[src/rtl/seven_seg_scoreboard.sv]
// Drives the Basys 3 4-digit active-low seven-segment display with the game countdown (left two digits)
// and the clamped score (right two digits), one digit per prescaler tick, blinking the timer at zero.
module seven_seg_scoreboard #(
    parameter int REFRESH_DIV  = 100000,
    parameter int BLINK_FRAMES = 62
) (
    input  logic       clk,
    input  logic       reset,
    input  logic [4:0] count,
    input  logic [6:0] score,
    output logic [6:0] seg,
    output logic [3:0] an,
    output logic       dp
);

    localparam int PS_W = (REFRESH_DIV > 1) ? $clog2(REFRESH_DIV) : 1;
    localparam int FR_W = (BLINK_FRAMES > 1) ? $clog2(BLINK_FRAMES) : 1;

    localparam logic [PS_W-1:0] PS_LAST = PS_W'(REFRESH_DIV - 1);
    localparam logic [FR_W-1:0] FR_LAST = FR_W'(BLINK_FRAMES - 1);

    localparam logic [1:0] DIG_S_ONES = 2'd0;
    localparam logic [1:0] DIG_S_TENS = 2'd1;
    localparam logic [1:0] DIG_T_ONES = 2'd2;
    localparam logic [1:0] DIG_T_TENS = 2'd3;

    localparam logic [6:0] SEG_BLANK = 7'b1111111;
    localparam logic [6:0] SCORE_MAX = 7'd99;

    function automatic logic [6:0] seg_code(input logic [3:0] digit);
        logic [6:0] code;
        case (digit)
            4'd0:    code = 7'b1000000;
            4'd1:    code = 7'b1111001;
            4'd2:    code = 7'b0100100;
            4'd3:    code = 7'b0110000;
            4'd4:    code = 7'b0011001;
            4'd5:    code = 7'b0010010;
            4'd6:    code = 7'b0000010;
            4'd7:    code = 7'b1111000;
            4'd8:    code = 7'b0000000;
            4'd9:    code = 7'b0010000;
            default: code = SEG_BLANK;
        endcase
        return code;
    endfunction

    function automatic logic [3:0] dec_tens(input logic [6:0] value);
        return 4'(value / 7'd10);
    endfunction

    function automatic logic [3:0] dec_ones(input logic [6:0] value);
        return 4'(value % 7'd10);
    endfunction

    logic [PS_W-1:0] prescaler_q, prescaler_d;
    logic [1:0]      index_q, index_d;
    logic [4:0]      count_sh_q, count_sh_d;
    logic [6:0]      score_sh_q, score_sh_d;
    logic            blink_sh_q, blink_sh_d;
    logic [FR_W-1:0] frame_q, frame_d;
    logic            blink_off_q, blink_off_d;
    logic [6:0]      seg_q, seg_d;
    logic [3:0]      an_q, an_d;
    logic            dp_q, dp_d;

    logic            tick_s;
    logic            capture_s;
    logic [6:0]      score_clamp_s;
    logic [3:0]      t_tens_s, t_ones_s, s_tens_s, s_ones_s;
    logic            timer_blank_s;
    logic [6:0]      digit_seg_s;
    logic [3:0]      digit_an_s;
    logic            digit_dp_s;

    // Prescaler, digit index and frame capture timing.
    always_comb begin
        tick_s    = (prescaler_q == PS_LAST);
        capture_s = tick_s && (index_q == DIG_T_TENS);
        if (tick_s) begin
            prescaler_d = '0;
            index_d     = index_q + 2'd1;
        end else begin
            prescaler_d = prescaler_q + PS_W'(1);
            index_d     = index_q;
        end
    end

    // Snapshot registers and blink phase; the blink phase seen by a frame is the one in force before its capture.
    always_comb begin
        count_sh_d  = count_sh_q;
        score_sh_d  = score_sh_q;
        blink_sh_d  = blink_sh_q;
        frame_d     = frame_q;
        blink_off_d = blink_off_q;
        if (capture_s) begin
            count_sh_d = count;
            score_sh_d = score;
            blink_sh_d = blink_off_q;
            if (frame_q == FR_LAST) begin
                frame_d     = '0;
                blink_off_d = ~blink_off_q;
            end else begin
                frame_d     = frame_q + FR_W'(1);
                blink_off_d = blink_off_q;
            end
        end else begin
            count_sh_d = count_sh_q;
        end
    end

    // Decimal conversion of the snapshot that the next displayed digit belongs to.
    always_comb begin
        if (score_sh_d > SCORE_MAX) begin
            score_clamp_s = SCORE_MAX;
        end else begin
            score_clamp_s = score_sh_d;
        end
        t_tens_s      = dec_tens({2'b00, count_sh_d});
        t_ones_s      = dec_ones({2'b00, count_sh_d});
        s_tens_s      = dec_tens(score_clamp_s);
        s_ones_s      = dec_ones(score_clamp_s);
        timer_blank_s = (count_sh_d == 5'd0) && blink_sh_d;
    end

    // Digit multiplexer: anode, segments and separator for the selected position.
    always_comb begin
        digit_seg_s = SEG_BLANK;
        digit_an_s  = 4'b1111;
        digit_dp_s  = 1'b1;
        case (index_d)
            DIG_T_TENS: begin
                digit_an_s = 4'b0111;
                if (timer_blank_s || (t_tens_s == 4'd0)) begin
                    digit_seg_s = SEG_BLANK;
                end else begin
                    digit_seg_s = seg_code(t_tens_s);
                end
            end
            DIG_T_ONES: begin
                digit_an_s = 4'b1011;
                if (timer_blank_s) begin
                    digit_seg_s = SEG_BLANK;
                    digit_dp_s  = 1'b1;
                end else begin
                    digit_seg_s = seg_code(t_ones_s);
                    digit_dp_s  = 1'b0;
                end
            end
            DIG_S_TENS: begin
                digit_an_s = 4'b1101;
                if (s_tens_s == 4'd0) begin
                    digit_seg_s = SEG_BLANK;
                end else begin
                    digit_seg_s = seg_code(s_tens_s);
                end
            end
            DIG_S_ONES: begin
                digit_an_s  = 4'b1110;
                digit_seg_s = seg_code(s_ones_s);
            end
            default: begin
                digit_seg_s = SEG_BLANK;
                digit_an_s  = 4'b1111;
                digit_dp_s  = 1'b1;
            end
        endcase
    end

    // Output registers only change on a digit step.
    always_comb begin
        if (tick_s) begin
            seg_d = digit_seg_s;
            an_d  = digit_an_s;
            dp_d  = digit_dp_s;
        end else begin
            seg_d = seg_q;
            an_d  = an_q;
            dp_d  = dp_q;
        end
    end

    // State and output registers with synchronous reset.
    always_ff @(posedge clk) begin
        if (reset) begin
            prescaler_q <= '0;
            index_q     <= DIG_T_TENS;
            count_sh_q  <= 5'd0;
            score_sh_q  <= 7'd0;
            blink_sh_q  <= 1'b0;
            frame_q     <= '0;
            blink_off_q <= 1'b0;
            seg_q       <= SEG_BLANK;
            an_q        <= 4'b1111;
            dp_q        <= 1'b1;
        end else begin
            prescaler_q <= prescaler_d;
            index_q     <= index_d;
            count_sh_q  <= count_sh_d;
            score_sh_q  <= score_sh_d;
            blink_sh_q  <= blink_sh_d;
            frame_q     <= frame_d;
            blink_off_q <= blink_off_d;
            seg_q       <= seg_d;
            an_q        <= an_d;
            dp_q        <= dp_d;
        end
    end

    assign seg = seg_q;
    assign an  = an_q;
    assign dp  = dp_q;

endmodule

[config.mk]
export PLATFORM = sky130hd
export DESIGN_NAME = seven_seg_scoreboard
export DESIGN_NICKNAME = d
export VERILOG_FILES = /design/src/rtl/seven_seg_scoreboard.sv
export SDC_FILE = /design/constraint.sdc
export NUM_CORES = 1
export LEC_CHECK = 0
export ABC_AREA = 1
export BUFFER_PORTS_ARGS = -buffer_cell sky130_fd_sc_hd__buf_2
export CAP_MARGIN = 20
export CORE_MARGIN = 10
export CORE_UTILIZATION = 55
export CTS_CLUSTER_SIZE = 24
export DETAILED_ROUTE_END_ITERATION = 8
export GPL_TIMING_DRIVEN = 0
export PLACE_DENSITY = 0.79
export RECOVER_POWER = 100
export SYNTH_ARGS = -nofsm -noshare
export SYNTH_HDL_FRONTEND = slang
export SYNTH_SLANG_ARGS = --single-unit
[constraint.sdc]
create_clock -name clk -period 4.9 [get_ports clk]
set_clock_uncertainty 0.05 [all_clocks]
set_input_delay 0.98 -clock clk [delete_from_list [all_inputs] [get_ports clk]]
set_output_delay 0.98 -clock clk [all_outputs]
set_load 0.1 [all_outputs]
; Word level (Yosys, flattened, before mapping)
; Memory sizes are Yosys's and may differ from the RTL's.
; Index checks and enable logic that the tools add are counted.
[totals]
out_inout_bits = 12
mem_bits_ro = 448
n_memories = 4
ff_bits = 51
[classes]
n_addsub = 3
mux = 13
n_bitwise = 1
n_lt_le_gt_ge = 1
eq_ne = 6
n_reduce_logical = 9
div_mod_pow = 4
[mem_list]
columns = name, depth, word_bits, rd, rd_ports_with_merged_regs, write_ports, line
row1 = (name not given), 16, 7, 1, 0, 0, 32  ; case (digit)
row2 = (name not given), 16, 7, 1, 0, 0, 32
row3 = (name not given), 16, 7, 1, 0, 0, 32
row4 = (name not given), 16, 7, 1, 0, 0, 32
[ops]
columns = operator, n
row1 = 7-bit 2-to-1 mux, 5
row2 = 7-bit case mux with 4 select lines, 1
row3 = "17-bit by 1-bit adder with 17-bit output, second input constant", 1
row4 = "17-bit equality test, second input constant", 1
row5 = 4-bit case mux with 4 select lines, 1
row6 = 4-bit zero test, 2
row7 = "5-bit by 4-bit divider with 7-bit output, second input constant", 1
row8 = "7-bit by 4-bit divider with 7-bit output, second input constant", 1
row9 = "7-bit > comparator, second input constant", 1
row10 = "5-bit by 4-bit modulo with 7-bit output, second input constant", 1
row11 = "7-bit by 4-bit modulo with 7-bit output, second input constant", 1
row12 = "6-bit by 1-bit adder with 6-bit output, second input constant", 1
row13 = "2-bit equality test, second input constant", 3
row14 = "6-bit equality test, second input constant", 1
row15 = 6-bit 2-to-1 mux, 1
row16 = 5-bit zero test, 1
row17 = 5-bit 2-to-1 mux, 1
row18 = 1-bit 2-to-1 mux, 3
row19 = "2-bit by 1-bit adder with 2-bit output, second input constant", 1
row20 = "2-bit by 1-bit equality test with 1-bit output, second input constant", 1
row21 = 1-bit logical AND, 2
row22 = 2-bit zero test, 1
row23 = 2-bit 2-to-1 mux, 1
row24 = 2-bit AND reduction, 1
row25 = other kinds (3), 3

; Longest topological paths before layout
[depth]
word_depth = 9
mapped_depth = 48
mapped_depth_nobuf = 47

; Worst setup path after synthesis
; No wires, ideal clock.
[synth_path]
path_type = in2reg
startpoint = input port score[5]
endpoint = register seg_q[6] (netlist: seg[6])
slack_ns = 0.176
arrival_ns = 4.556
n_path_buf = 0
required_ns = 4.732
cell_stages = 38
path_cell_list = nand4_1 nand2_1 nand2_2 nand2_2 inv_1 ha_1 inv_1 nand3_2 nand2_2 nand3_1 nand2_2 inv_1 ha_1 nor2_4 nand2_2 nand2_4 nand2_4 nand2_4 [... 2 more ...] nand4_1 nand2_1 inv_2 ha_1 inv_1 nand3_4 nand3_4 inv_1 ha_1 inv_1 nor2_1 inv_1 nand2_1 o21ai_0 o21a_1 nand2_1 nand2_1 nand2_1
[synth_via]
elab_chain_cells = 7
[synth_rtl]
columns = element, line
row1 = from (decl), 10  ; input logic [6:0] score,
row2 = 7-bit 2-to-1 mux (*), 96  ; if (capture_s) begin
row3 = 7-bit > comparator, 114  ; if (score_sh_d > SCORE_MAX) begin
row4 = 7-bit 2-to-1 mux (*), 114
row5 = 7-bit by 4-bit divider with 7-bit output, 49  ; return 4'(value / 7'd10);
row6 = memory read 16 x 7 bit or 4-bit zero test (tied branches), n/a
row7 = 7-bit 2-to-1 mux, 152  ; if (s_tens_s == 4'd0) begin
row8 = 7-bit case mux with 4 select lines (*), 131  ; case (index_d)
row9 = to (signal assigned), 204  ; seg_q <= seg_d;
row10 = to (decl), 63  ; logic [6:0] seg_q, seg_d;
; Mark *: on every way between the ends. The rest lies on a longest branch, timed or not.
; A chain may end at the register's enable or synchronous reset.

; Worst setup path in the final report
[layout_path]
startpoint = register prescaler_q[1]
endpoint = register seg_q[2] (netlist: seg[2])
[layout_via]
elab_chain_cells = 9
[layout_rtl]
columns = element, line
row1 = from (decl), 56  ; logic [PS_W-1:0] prescaler_q, prescaler_d;
row2 = from (signal assigned), 197  ; prescaler_q <= prescaler_d;
row3 = 17-bit equality test (*), 78  ; tick_s = (prescaler_q == PS_LAST);
row4 = 1-bit logical AND, 79  ; capture_s = tick_s && (index_q == DIG_T_TENS);
row5 = 7-bit 2-to-1 mux, 96
row6 = 7-bit > comparator, 114
row7 = 7-bit 2-to-1 mux, 114
row8 = 7-bit by 4-bit divider with 7-bit output, 49
row9 = memory read 16 x 7 bit or 4-bit zero test (tied branches), n/a
row10 = 7-bit 2-to-1 mux, 152
row11 = 7-bit case mux with 4 select lines, 131
; Marks and branches as above.

==> reports/metrics.cfg <==
[power]
ir_drop_v=0.0000757
p_leak_nw=2.32
comb_power_share_pct=3.1
powerDensity_nw_per_um2=146
p_total_uw=683
p_int_uw=525
p_seq_share_pct=61.3
p_sw_share_pct=23.1
power.share.clock_pct=35.6
power_switching_uw=157

[worst_setup_path]
crit_type=flop to flop
worstSetupEndpointType=flop
critical_path.startpoint_type=flop
cp-startpoint=prescaler_q[1]
critical_path.max_fanout=5
critPathMaxStageDelay_ns=0.37
arrival_ns=4.95
cp_slowest_cell=dfxtp_2
required_ns=5.05
rr_startpoint=prescaler_q[1]

[sta]
worst_slew_pin_slew_ns=0.533
rsz0062_at_grt=true
hold_ws_ns=0.408
timing.final.crit_share_pct=97.9
slew_viol_final=0
finalHoldViolCount=0
max_freq_ghz=0.208
setup_viol=0
relSlewSlack_pct=64.1
tns_ns=0
finalCriticalPeriod_ns=4.80

[logic_synthesis]
synthFlopType=dfxtp_1
synth_top_cell_by_area=dfxtp_1
synthArstFlopShare_pct=0
syn_area_um2=3790
synth_area_leaders=dfxtp_1, nand2_1, ha_1
synth_edf_count=0
yosysSeqAreaShare_pct=26.9
yosys.cell_types.count=47
synth-seq-cells=51
synth_warnings=0
synthCells=557
syn_area_per_cell_um2=6.81
syn_nets=599
synth_top_area_share_pct=26.9

[route]
viasPerCell=5.35
drtIter0Drc=260
drc=0
vias=3785
drt_wl_total_um=9330
wl_per_cell_um=13.2
antenna_left=0
first_pass_iters=5

[die]
ios=26
rows=30
dieArea_um2=10600
fp.coreArea_um2=6760
start_util_pct=56.2
die_w_um=103
dieHeight_um=103

[grt]
grt_antenna_before_repair=0
grt_pass1_vias=3443
overflow=0
grt_use_total_pct=16.5
grt_pass1_wl_um=14600
grt_max_degree=16

[clock_network]
cts_made_buffers=5
cts_tree=built
cts.path.max_buffers=2
clock_latency_ns=0.31
cts_root_buf=clkbuf_8
h-tree-depth=2
clock_sinks=51
hold_buffers=0
clkTransAtPathRegs_ns=0.10

[placement]
hpwl_um=6370
gp_congestion=0.905
io_buffers=25
place_area_um2=4020

[finish]
layout-drive-gt1-share_pct=28.7
fin_nets=668
syn_to_final_growth_pct=22.9
final_common_cell=nand2_1
design_area_um2=4670
final_cell_mix=nand2_1, inv_1, nor2_1, dfxtp_1, buf_4
diodes=0

[worst_hold_path]
hp-start=an[2]
hold_path.class=flop to flop

[job]
max_cap_viol_count=0

[outcome]
status=completed

[path summary, 6_finish.rpt]
check	endpoint	slack (ns)	depth (start not counted)
setup / recovery	seg[2]	0.10	42
setup reg to reg	seg[2]	0.10	42
hold reg to reg	an[2]	0.41	2
hold / removal	an[2]	0.41	2
[flip-flops by register name, summed over array words and instances (netlist names)]
register / flops
an: 4
blink_off_q: 1
blink_sh_q: 1
count_sh_q: 5
dp: 1
frame_q: 6
index_q: 2
prescaler_q: 17
score_sh_q: 7
seg: 7
[synth_stat cells (5+ instances only)]
| cell | count |
|---|---|
| xor2_1 | 5 |
| inv_2 | 12 |
| a21oi_1 | 18 |
| dfxtp_1 | 51 |
| nor3b_1 | 5 |
| nand3_2 | 8 |
| nand2_2 | 20 |
| o21ai_1 | 6 |
| inv_1 | 77 |
| nor2_1 | 62 |
| ha_1 | 28 |
| nand2_4 | 5 |
| o21ai_0 | 23 |
| nand4_1 | 11 |
| nor3_1 | 9 |
| nand2_1 | 131 |
| nand3_1 | 31 |
[final cells by class]
type	count	area [um^2]
repair buffers	62	404
clock inverters	2	12.5
clock buffers	6	72.6
flip-flops and latches	51	1020
multi-input cells	408	2650
plain buffers	6	37.5
inverters	92	363
fillers	535	2090
well taps	80	100
[critical path, delay by kind of cell (launching register included)]
family / cells / cell delay, ns
and+or+nand+nor: 28 / 2.79
DFF: 1 / 0.37
adders and majority gates: 5 / 0.76
buffers and inverters: 8 / 0.45
AOI/OAI and AO/OA: 1 / 0.23
[metal layers]
layer  global-route usage [%]  up-vias  share of wire [%]
met5                        0        -                  0
met4                     8.66        0                2.1
met3                     2.35       16                4.1
met2                     29.8       99                 54
met1                     18.3     1760                 40
li1                         -     1910                  -
[through the flow]
step | std cells | utilization [%] | worst slack (ns)
2_1_floorplan | 557 | - | 0.176
3_3_place_gp | 662 | 59.5 | -0.292
3_5_place_dp | 662 | 59.5 | -0.408
4_1_cts | 689 | 63.7 | 0.0255
5_1_grt | 707 | 69.1 | -0.212
6_report | 707 | 69.1 | 0.101
[logic make-up (layout without fill, tap and decap cells)]
family | Yosys count | after routing | synth area share (%)
simple gates | 299 | 299 | 39.0
fa+ha+maj | 28 | 28 | 9.23
xor+xnor | 9 | 9 | 2.47
compound gates | 70 | 70 | 11.6
flops | 51 | 51 | 26.9
mux | 2 | 2 | 0.560
buf+inv | 98 | 168 | 10.2
[power groups by stage]
stage	clock network (mW)	logic (mW)	registers (mW)
after detailed placement	0	0.0187	0.427
after global placement	0	0.0183	0.427
final	0.243	0.0214	0.419
after floorplan	0	0.00932	0.427
after CTS	0.245	0.0201	0.418
after global routing	0.260	0.0239	0.419
[what timing repair did]
item	4_1_cts	5_1_grt
buffers inserted	19	18
gates resized for setup	17	55
pin swaps	13	29
hold endpoints to repair	0	0
cloned	0	1
endpoints found under the setup margin	7	7
(Power assumes the default switching activity.)
